<file path="config.mk">
export PLATFORM = sky130hd
export DESIGN_NAME = char_sweep_ctrl
export DESIGN_NICKNAME = d
export VERILOG_FILES = /design/src/rtl/char_sweep_pkg.sv /design/src/rtl/char_tick_timer.sv /design/src/rtl/char_sweep_ctrl.sv
export SDC_FILE = /design/constraint.sdc
export NUM_CORES = 1
export LEC_CHECK = 0
export ABC_AREA = 1
export CORE_UTILIZATION = 40
export DETAILED_ROUTE_END_ITERATION = 16
export GPL_TIMING_DRIVEN = 0
export HOLD_SLACK_MARGIN = 0.08
export SLEW_MARGIN = 20
export SYNTH_ARGS = -nofsm -noshare
export SYNTH_HDL_FRONTEND = slang
export SYNTH_SLANG_ARGS = --single-unit
</file>
<file path="constraint.sdc">
create_clock -name clk -period 7.1 [get_ports clk]
set_clock_uncertainty 0.1 [all_clocks]
set_input_delay 2.13 -clock clk [delete_from_list [all_inputs] [get_ports clk]]
set_output_delay 2.13 -clock clk [all_outputs]
set_load 0.05 [all_outputs]
</file>
<file path="src/rtl/char_sweep_pkg.sv">
// Shared types and default sizing for the
// inverter characterisation sweep controller.
package char_sweep_pkg;

  localparam int DEF_NB_SLOPES   = 7;
  localparam int DEF_NB_CAPA     = 7;
  localparam int DEF_TICK_CYCLES = 7;
  localparam int DEF_CNT_W       = 8;

  typedef enum logic [2:0] {
    S_IDLE,
    S_SET_SLOPE,
    S_SET_CAPA,
    S_RISE,
    S_FALL,
    S_DONE
  } state_e;

endpackage

</file>
<file path="src/rtl/char_tick_timer.sv">
// Phase timer: loadable down-counter with a
// flag marking the last cycle of a phase.
module char_tick_timer #(
  parameter int W = 8
) (
  input  logic         clk,
  input  logic         rst_n,
  input  logic         load,
  input  logic [W-1:0] load_val,
  output logic [W-1:0] cnt,
  output logic         last
);

  logic [W-1:0] cnt_q;
  logic [W-1:0] cnt_d;

  // Reload on phase entry, otherwise count down to zero and hold.
  always_comb begin
    cnt_d = cnt_q;
    if (load) begin
      cnt_d = load_val;
    end else if (cnt_q != '0) begin
      cnt_d = cnt_q - 1'b1;
    end
  end

  // Counter register with synchronous reset.
  always_ff @(posedge clk) begin
    if (!rst_n) begin
      cnt_q <= '0;
    end else begin
      cnt_q <= cnt_d;
    end
  end

  assign cnt  = cnt_q;
  assign last = (cnt_q == '0);

endmodule

</file>
<file path="src/rtl/char_sweep_ctrl.sv">
// Sweeps slope x capacitance points, pulses the
// inverter input and records propagation time.
module char_sweep_ctrl
  import char_sweep_pkg::*;
#(
  parameter int NB_SLOPES   = DEF_NB_SLOPES,
  parameter int NB_CAPA     = DEF_NB_CAPA,
  parameter int TICK_CYCLES = DEF_TICK_CYCLES,
  parameter int CNT_W       = DEF_CNT_W
) (
  input  logic             clk,
  input  logic             rst_n,
  input  logic             start,
  input  logic             dout_meas,
  output logic             busy,
  output logic             done,
  output logic             err,
  output logic [2:0]       slope_idx,
  output logic [2:0]       capa_idx,
  output logic             cfg_valid,
  output logic             din,
  output logic             res_wr_en,
  output logic [5:0]       res_addr,
  output logic [CNT_W-1:0] res_data
);

  localparam logic [7:0] TICK_LOAD = 8'(TICK_CYCLES - 1);
  localparam logic [7:0] TICK_LEN  = 8'(TICK_CYCLES);
  localparam logic [2:0] CAPA_MAX  = 3'(NB_CAPA - 1);
  localparam logic [2:0] SLOPE_MAX = 3'(NB_SLOPES - 1);

  state_e     state_q, state_d;
  logic [2:0] slope_q, slope_d;
  logic [2:0] capa_q, capa_d;
  logic       cfg_q, cfg_d;
  logic       err_q, err_d;
  logic       found_q, found_d;
  logic [7:0] meas_q, meas_d;

  logic [7:0]       tick_cnt;
  logic             tick_last;
  logic [7:0]       rise_k;
  logic             timeout;
  logic             in_rise;
  logic [CNT_W-1:0] result;

  char_tick_timer #(
    .W(8)
  ) u_timer (
    .clk      (clk),
    .rst_n    (rst_n),
    .load     (state_d != state_q),
    .load_val (TICK_LOAD),
    .cnt      (tick_cnt),
    .last     (tick_last)
  );

  assign in_rise = (state_q == S_RISE);
  assign rise_k  = TICK_LEN - tick_cnt;
  assign timeout = !found_q && dout_meas;

  // Result of the current point, including this cycle's sample.
  always_comb begin
    result = '1;
    if (found_q) begin
      result = CNT_W'(meas_q);
    end else if (!dout_meas) begin
      result = CNT_W'(rise_k);
    end
  end

  // Capture the first RISE cycle where the output reads low.
  always_comb begin
    found_d = found_q;
    meas_d  = meas_q;
    if (!in_rise) begin
      found_d = 1'b0;
      meas_d  = '0;
    end else if (!found_q && !dout_meas) begin
      found_d = 1'b1;
      meas_d  = rise_k;
    end
  end

  // Next-state, index, config-pulse and error logic.
  always_comb begin
    state_d = state_q;
    slope_d = slope_q;
    capa_d  = capa_q;
    cfg_d   = 1'b0;
    err_d   = err_q;
    unique case (state_q)
      S_IDLE: begin
        if (start) begin
          state_d = S_SET_SLOPE;
          slope_d = '0;
          capa_d  = '0;
          cfg_d   = 1'b1;
          err_d   = 1'b0;
        end
      end
      S_SET_SLOPE: begin
        if (tick_last) begin
          state_d = S_SET_CAPA;
          cfg_d   = 1'b1;
        end
      end
      S_SET_CAPA: begin
        if (tick_last) begin
          state_d = S_RISE;
        end
      end
      S_RISE: begin
        if (tick_last) begin
          state_d = S_FALL;
          if (timeout) begin
            err_d = 1'b1;
          end
        end
      end
      S_FALL: begin
        if (tick_last) begin
          if (capa_q < CAPA_MAX) begin
            state_d = S_SET_CAPA;
            capa_d  = capa_q + 3'd1;
            cfg_d   = 1'b1;
          end else if (slope_q < SLOPE_MAX) begin
            state_d = S_SET_SLOPE;
            slope_d = slope_q + 3'd1;
            capa_d  = '0;
            cfg_d   = 1'b1;
          end else begin
            state_d = S_DONE;
          end
        end
      end
      S_DONE: begin
        state_d = S_IDLE;
      end
      default: begin
        state_d = S_IDLE;
      end
    endcase
  end

  // State and datapath registers with synchronous reset.
  always_ff @(posedge clk) begin
    if (!rst_n) begin
      state_q <= S_IDLE;
      slope_q <= '0;
      capa_q  <= '0;
      cfg_q   <= 1'b0;
      err_q   <= 1'b0;
      found_q <= 1'b0;
      meas_q  <= '0;
    end else begin
      state_q <= state_d;
      slope_q <= slope_d;
      capa_q  <= capa_d;
      cfg_q   <= cfg_d;
      err_q   <= err_d;
      found_q <= found_d;
      meas_q  <= meas_d;
    end
  end

  assign busy      = (state_q != S_IDLE);
  assign done      = (state_q == S_DONE);
  assign din       = in_rise;
  assign err       = err_q;
  assign cfg_valid = cfg_q;
  assign slope_idx = slope_q;
  assign capa_idx  = capa_q;
  assign res_wr_en = in_rise && tick_last;
  assign res_data  = res_wr_en ? result : '0;
  assign res_addr  = 6'(slope_q) * 6'(NB_CAPA)
                   + 6'(capa_q);

endmodule
</file>
After elaboration in Yosys (flattened, before gate mapping)

Cells that the tools add are included.
W data, S select, Z words.

Bits in registers: 28
Input port bits: 4
Output and inout bits: 26

$add $sub $neg: 5
Multipliers: 1
Magnitude comparators: 2
Equality and inequality tests: 13
Muxes and demuxes: 32
Bitwise logic cells: 1
Reduce and logical (&&, ||, !) cells: 17

Operators with widths:

| operator              | count |
|---|---|
| $mux W3               | 16 |
| $mux W8               | 3 |
| $pmux W3 S5           | 1 |
| $ne A2 B2 Y1 const B  | 6 |
| $pmux W3 S2           | 2 |
| $logic_not A8 Y1      | 1 |
| $mux W1               | 8 |
| $reduce_and A4 Y1     | 2 |
| $reduce_bool A8 Y1    | 1 |
| $sub A3 B8 Y8 const A | 1 |
| $sub A8 B1 Y8 const B | 1 |
| $add A3 B1 Y3 const B | 2 |
| $add A6 B3 Y6         | 1 |
| $eq A3 B2 Y1 const B  | 2 |
| $eq A3 B3 Y1 const B  | 2 |
| $lt A3 B3 Y1 const B  | 2 |
| $mul A3 B3 Y6 const B | 1 |
| $reduce_bool A2 Y1    | 3 |
| $reduce_and A5 Y1     | 1 |
| $eq A3 B1 Y1 const B  | 1 |
| $logic_and A1 B1 Y1   | 3 |
| $logic_not A3 Y1      | 1 |
| $ne A3 B3 Y1          | 1 |
| $ne A3 B3 Y1 const B  | 1 |
| 7 further kinds       | 8 |

Logic depth before layout (Yosys ltp)

Gate-level depths: netlist of the first run.

Depth after elaboration: 7
Mapped depth: 11

Cells and area by module

Synthesis of the first run repeated with hierarchy kept, for this count alone.

Cells, all modules: 268
Area, all modules: 1903.1 µm²

By module, submodules not included:

| module          | instances | cells an instance | area each (µm²) | seq. area each (µm²) |
|---|---|---|---|---|
| char_sweep_ctrl | 1         | 198               | 1425.1          | 400.4 |
| char_tick_timer | 1         | 70                | 478.0           | 160.2 |

Worst setup path after synthesis of the first run

OpenSTA, ideal clock, no wires.

Path type: input port to output port
Start point: in dout_meas
End point: out res_data[0]
Arrival: 3.442 ns
Data required time: 4.870 ns
Setup slack: 1.428 ns
Stages: 4
Path through: nor2_1 > inv_1 > nor2_1 > nor3_1

Longest elaborated chain between the ends: 3

Ends and longest elaborated chain:

| element         | line                   | RTL |
|---|---|---|
| start, declared | char_sweep_ctrl.sv:14  | `input logic dout_meas,` |
| $mux W8         | char_sweep_ctrl.sv:67  | `end else if (!dout_meas) begin` |
| $mux W8         | char_sweep_ctrl.sv:65  | `if (found_q) begin` |
| $mux W8         | char_sweep_ctrl.sv:175 | `assign res_data = res_wr_en ? result : '0;` |
| end, declared   | char_sweep_ctrl.sv:24  | `output logic [CNT_W-1:0] res_data` |

No other way between the ends.

Worst setup path after layout of the first run

Start point: in dout_meas
End point: out res_data[1]

The elaborated chain is that of the path after synthesis.

==> results.tsv, run 1 <==
metric	value	unit
CTS tree	built	
final hold viol count	0	
Detailed Route WL	3680	microns
total track usage	0.165	
critical path capture point type	output pin	
hold_buf cts	0	
Leak	0.00103	uW
Syn Std Cell Area	1800	sq um
Main synth FF type	dfxtp_1	
pwr/cell area	358	nW/um^2
post-synth top area share	0.312	
Synth warnings	0	
Die Height	69.0	microns
die area	4760	sq um
max_cap viols	0	
initial antenna violation count	0	
total chip power	792	uW
crit-path max FO	6	
layout cells sized above 1	0.109	
worst reg2reg setup slack	5.34	ns
CP Data Required Time	4.87	ns
setup bufs post-CTS	0	
Async S/R FF share, synth	0	
Routed Antenna Nets	0	
Filler Cells Inserted	457	
global route overflow	0	
Reg clk slew, reported paths	0.09	ns
final worst slack	0.853	ns
Slew HR	0.662	
DP Area	2140	sq um
M1 GR Usage	0.240	
CTS buffer count	3	
RSZ-0062 raised after global routing	no	
Most Crowded Layer GR	met2	
Setup CP Type	input port to output pin	
DPL Wire Length	2880	microns
fin area	2210	sq um
final setup fails	0	
status	finished, final reports clean	
clk root buf	clkbuf_8	
M2 GR Usage	0.250	
diode count	0	
synthesized net count	264	
1st-pass router iterations	4	
sequential element share of the synthesized area	0.312	
GP Congestion	0.798	
crit path DAT	4.02	ns
Period minus WS final	6.25	ns
PortBufs	28	
Gate Count Post-Synth	242	
count leader, synth	nor2_1	
startpoint types	input port	
1st-iter DRT viols	94	
vias per std cell	4.79	
Initial Util	0.416	
top cells by area, synth	dfxtp_1 (31%), ha_1 (9.7%), nor2_1 (8.8%)	
Synth Register Bits	28	
worst min-delay path category	flip-flop to flip-flop	
Max clock buf depth	2	
Post-CTS Resized	0	
Final nets	297	
Post-synth EDFFs	0	
met3 GRT Util	0.0322	
maximum level of the CTS H-tree	1	
DRC violations left	0	
area delta synth->final	23.2	%
Placement Setup Slack	0.851	ns
Core Util, Final	0.512	
vias in the first global route	1444	
worst slew pin tran	0.506	ns
syn avg cell area	7.42	sq um
first-pass GRT wire length	6530	microns
largest net degree at the start of global routing	17	
Final period util	0.880	
vias	1562	
Chip Width	69.0	microns
routed len/inst	11.3	microns
Final Slew Violations	0	
row count	24	
core area	4320	sq um
maximum clock frequency	160	MHz
Worst VDD drop	0.226	mV
cell taking the most area after synthesis	dfxtp_1	
commonest cells in the netlist	nor2_1 (42), inv_1 (30), dfxtp_1 (28)	
Setup TNS Final	0	ns
clock sink count	28	
worst skew pair latency	0.28	ns
Synth cell types	30	
boundary pin count	30	
==> worst paths after layout <==
kind / start / endpoint / depth (start not counted)
worst max-delay path: dout_meas / res_data[1] / 6
worst min-delay path: err / err / 2
worst max register to register: slope_idx[2] / u_timer.cnt[3] / 7
worst min register to register: err / err / 2
==> through the flow <==
stage               std cells  hold WS, ns
global route              326        0.394
detailed placement        322        0.345
global placement          322        0.340
floorplan                 242        0.372
finish                    326        0.354
CTS                       326        0.360
==> cell type report <==
| cell class | count | area [sq um] | area share |
|---|---|---|---|
| plain buffers | 3 | 15.0 | 0.00678 |
| clock buffers | 3 | 41.3 | 0.0187 |
| flip-flops and latches | 28 | 561 | 0.253 |
| clock inverters | 1 | 30.0 | 0.0136 |
| inverters | 36 | 135 | 0.0611 |
| well taps | 52 | 65.1 | 0.0294 |
| multi-input cells | 175 | 1090 | 0.491 |
| repair buffers | 28 | 280 | 0.127 |
==> state kept, by name, summed over array words and instances, names as in the netlist <==
register / count
found_q: 1
cfg_valid: 1
slope_idx: 3
u_timer.cnt: 8
meas_q: 8
err: 1
state_q: 3
capa_idx: 3
==> critical path, cell delays in order <==
cell and delay (ns):
clkdlybuf4s50_1 0.51, nor2_1 0.08, inv_1 0.15, nor2_1 0.08, nor3_1 0.23, clkdlybuf4s50_1 0.84
==> power by group <==
group	internal [uW]	switching, uW
logic	154	289
registers	186	35.4
clock network	75.6	51.3
==> cells in the final DEF, fill, tap and decap left out, types with 11 or more instances in the layout <==
cell / Yosys / routed
nand3_1: 11 / 11
nor2_1: 42 / 42
a21oi_1: 20 / 20
dfxtp_1: 28 / 28
clkdlybuf4s50_1: 0 / 28
o21ai_0: 14 / 14
ha_1: 14 / 14
nand2_1: 20 / 20
nor3_1: 12 / 12
inv_1: 30 / 30
==> routing by layer <==
| layer | vias to the layer above | share of wire |
|---|---|---|
| met5 | - | 0 |
| met4 | 0 | 0.0095 |
| met3 | 4 | 0.034 |
| met2 | 25 | 0.42 |
| met1 | 680 | 0.53 |
| li1 | 853 | - |
==> cell families (layout without fill, tap and decap cells) <==
logic type,count (synthesis),count (layout),share of synthesized area
adders and majority gates,18,18,0.142
and+or+nand+nor,108,108,0.304
xor gates and xnor gates,6,6,0.0292
DFF,28,28,0.312
AOI/OAI and AO/OA,43,43,0.130
buffers and inverters,39,71,0.0836
Power figures use the tool's default switching activity.
==> inputs of run 2 (changes only) <==
Settings changed: RECOVER_POWER set to 100.
==> run 2 against run 1 <==
  * Global-route usage is the same
  * First-iteration DRC count shrank 4.3%
  * Clock-buffer cell count is the same
  * Worst setup slack lost 0.13 ns
  * Non-clock buffer count is the same
  * Critical path type unchanged
==> results.tsv, run 2 (synthesized netlist as in run 1, its figures left out) <==
metric	value	unit	change
Leak	0.00111	uW	was 0.00103 uW
Setup TNS Final	0	ns	unchanged
clock sink count	28		unchanged
Setup CP Type	input port to output pin		unchanged
slowest CP cell	dlygate4sd3_1		was clkdlybuf4s50_1
Routed Antenna Nets	0		unchanged
GP Congestion	0.798		unchanged
Core Util, Final	0.509		was 0.512
Critical Path, Cell by Cell	dlygate4sd3_1 > nor2_1 > inv_1 > nor2_1 > nor3_1 > dlygate4sd3_1		was clkdlybuf4s50_1 > nor2_1 > inv_1 > nor2_1 > nor3_1 > clkdlybuf4s50_1
hold slack	0.352	ns	was 0.354 ns
switching part of the total	0.477		was 0.474
internal power	407	uW	was 416 uW
vias per std cell	4.81		was 4.79
CP Data Required Time	4.87	ns	about the same
initial antenna violation count	0		unchanged
final worst slack	0.728	ns	was 0.853 ns
combinational power share	0.553		was 0.560
crit-path max FO	6		unchanged
diode count	0		unchanged
max_cap viols	0		unchanged
Slew HR	0.657		was 0.662
final setup fails	0		unchanged
Placement Setup Slack	0.851	ns	unchanged
NetSw	372	uW	was 375 uW
first-pass GRT wire length	6530	microns	unchanged
layout cells sized above 1	0.0949		was 0.109
crit-path max cell delay	0.90	ns	was 0.84 ns
boundary pin count	30		unchanged
Reg clk slew, reported paths	0.09	ns	about the same
Detailed Route WL	3690	microns	was 3680 microns
maximum level of the CTS H-tree	1		unchanged
vias in the first global route	1444		unchanged
pwr/cell area	354	nW/um^2	was 358 nW/um^2
largest net degree at the start of global routing	17		unchanged
crit path DAT	4.14	ns	was 4.02 ns
routed len/inst	11.3	microns	about the same
row count	24		unchanged
1st-iter DRT viols	90		was 94
Final Slew Violations	0		unchanged
Initial Util	0.416		unchanged
RSZ-0062 raised after global routing	no		unchanged
Die Height	69.0	microns	unchanged
worst slew pin tran	0.513	ns	was 0.506 ns
FF-to-FF path depth	7		unchanged
Worst VDD drop	0.227	mV	was 0.226 mV
area delta synth->final	22.4	%	was 23.2%
Post-CTS Resized	0		unchanged
Max clock buf depth	2		unchanged
1st-pass router iterations	4		unchanged
commonest non-fill, non-tap cell in the layout	nor2_1		unchanged
worst skew pair latency	0.28	ns	about the same
most frequent cells in the layout	nor2_1 (43), inv_1 (30), dfxtp_1 (28), dlygate4sd3_1 (28), nand2_1 (22)		was nor2_1 (42), inv_1 (30), dfxtp_1 (28), clkdlybuf4s50_1 (28)
die area	4760	sq um	unchanged
core area	4320	sq um	unchanged
worst min-delay path category	flip-flop to flip-flop		unchanged
final hold viol count	0		unchanged
startpoint types	input port		unchanged
vias	1568		was 1,562
CTS tree	built		unchanged
Period minus WS final	6.37	ns	was 6.25 ns
PortBufs	28		unchanged
status	finished, final reports clean		unchanged
setup bufs post-CTS	0		unchanged
Clk pwr share	0.162		was 0.160
DPL Wire Length	2880	microns	unchanged
CTS buffer count	3		unchanged
Sequential Power Share	0.285		was 0.280
critical path capture point type	output pin		unchanged
total track usage	0.165		unchanged
DRC violations left	0		unchanged
Final period util	0.897		was 0.880
Chip Width	69.0	microns	unchanged
global route overflow	0		unchanged
Final nets	297		unchanged
hold_buf cts	0		unchanged
maximum clock frequency	157	MHz	was 160 MHz
hold-critical path depth	2		unchanged
clk root buf	clkbuf_8		unchanged
## run 2: cell types whose count changed in the layout (fill, tap and decap cells not counted), sizes merged
cell	change
dlygate4sd3	+28
clkdlybuf4s50	-28
## run 2: stage by stage
step	cells	instance area, sq um	power, uW
after floorplan	242	1800	576
after global routing	326	2200	853
after global placement	322	2140	669
final	326	2200	780
after detailed placement	322	2140	670
after CTS	326	2210	801
## run 2: layer usage
metal,GRT usage,up-vias,routed length (microns)
met4,0.0408,0,33
met2,0.250,28,1530
met5,0,-,0
met3,0.0322,4,140
met1,0.240,684,1990
li1,-,852,-
## run 2: path summary, 6_finish.rpt
| check | from | slack [ns] | end |
|---|---|---|---|
| worst max-delay path | dout_meas | 0.73 | res_data[1] |
| worst min-delay path | err | 0.35 | err |
| worst max register to register | slope_idx[2] | 5.28 | u_timer.cnt[3] |
| worst min register to register | err | 0.35 | err |
## run 2: cell type report
class,instances,area (sq um)
plain buffers,3,15.0
clock buffers,3,41.3
clock inverters,1,30.0
fillers,458,2120
inverters,36,135
multi-input cells,175,1070
flip-flops and latches,28,561
well taps,52,65.1
repair buffers,28,280
## run 2: worst max-delay path: cells and delay by family
family / cells / cell delay [ns]
buffers and inverters: 3 / 1.64
and+or+nand+nor: 3 / 0.38
## run 2: power groups by stage
stage	Clock, uW	Sequential [uW]	Combinational, uW
detailed placement	0	226	445
global placement	0	225	444
global route	137	229	488
CTS	131	223	447
floorplan	0	237	339
finish	126	222	431
==> inputs of run 3 (changes only) <==
Settings changed: CTS_CLUSTER_DIAMETER set to 200.
==> results of run 3 <==
Same layout as run 2: the final DEF is identical, and so are final timing and power.
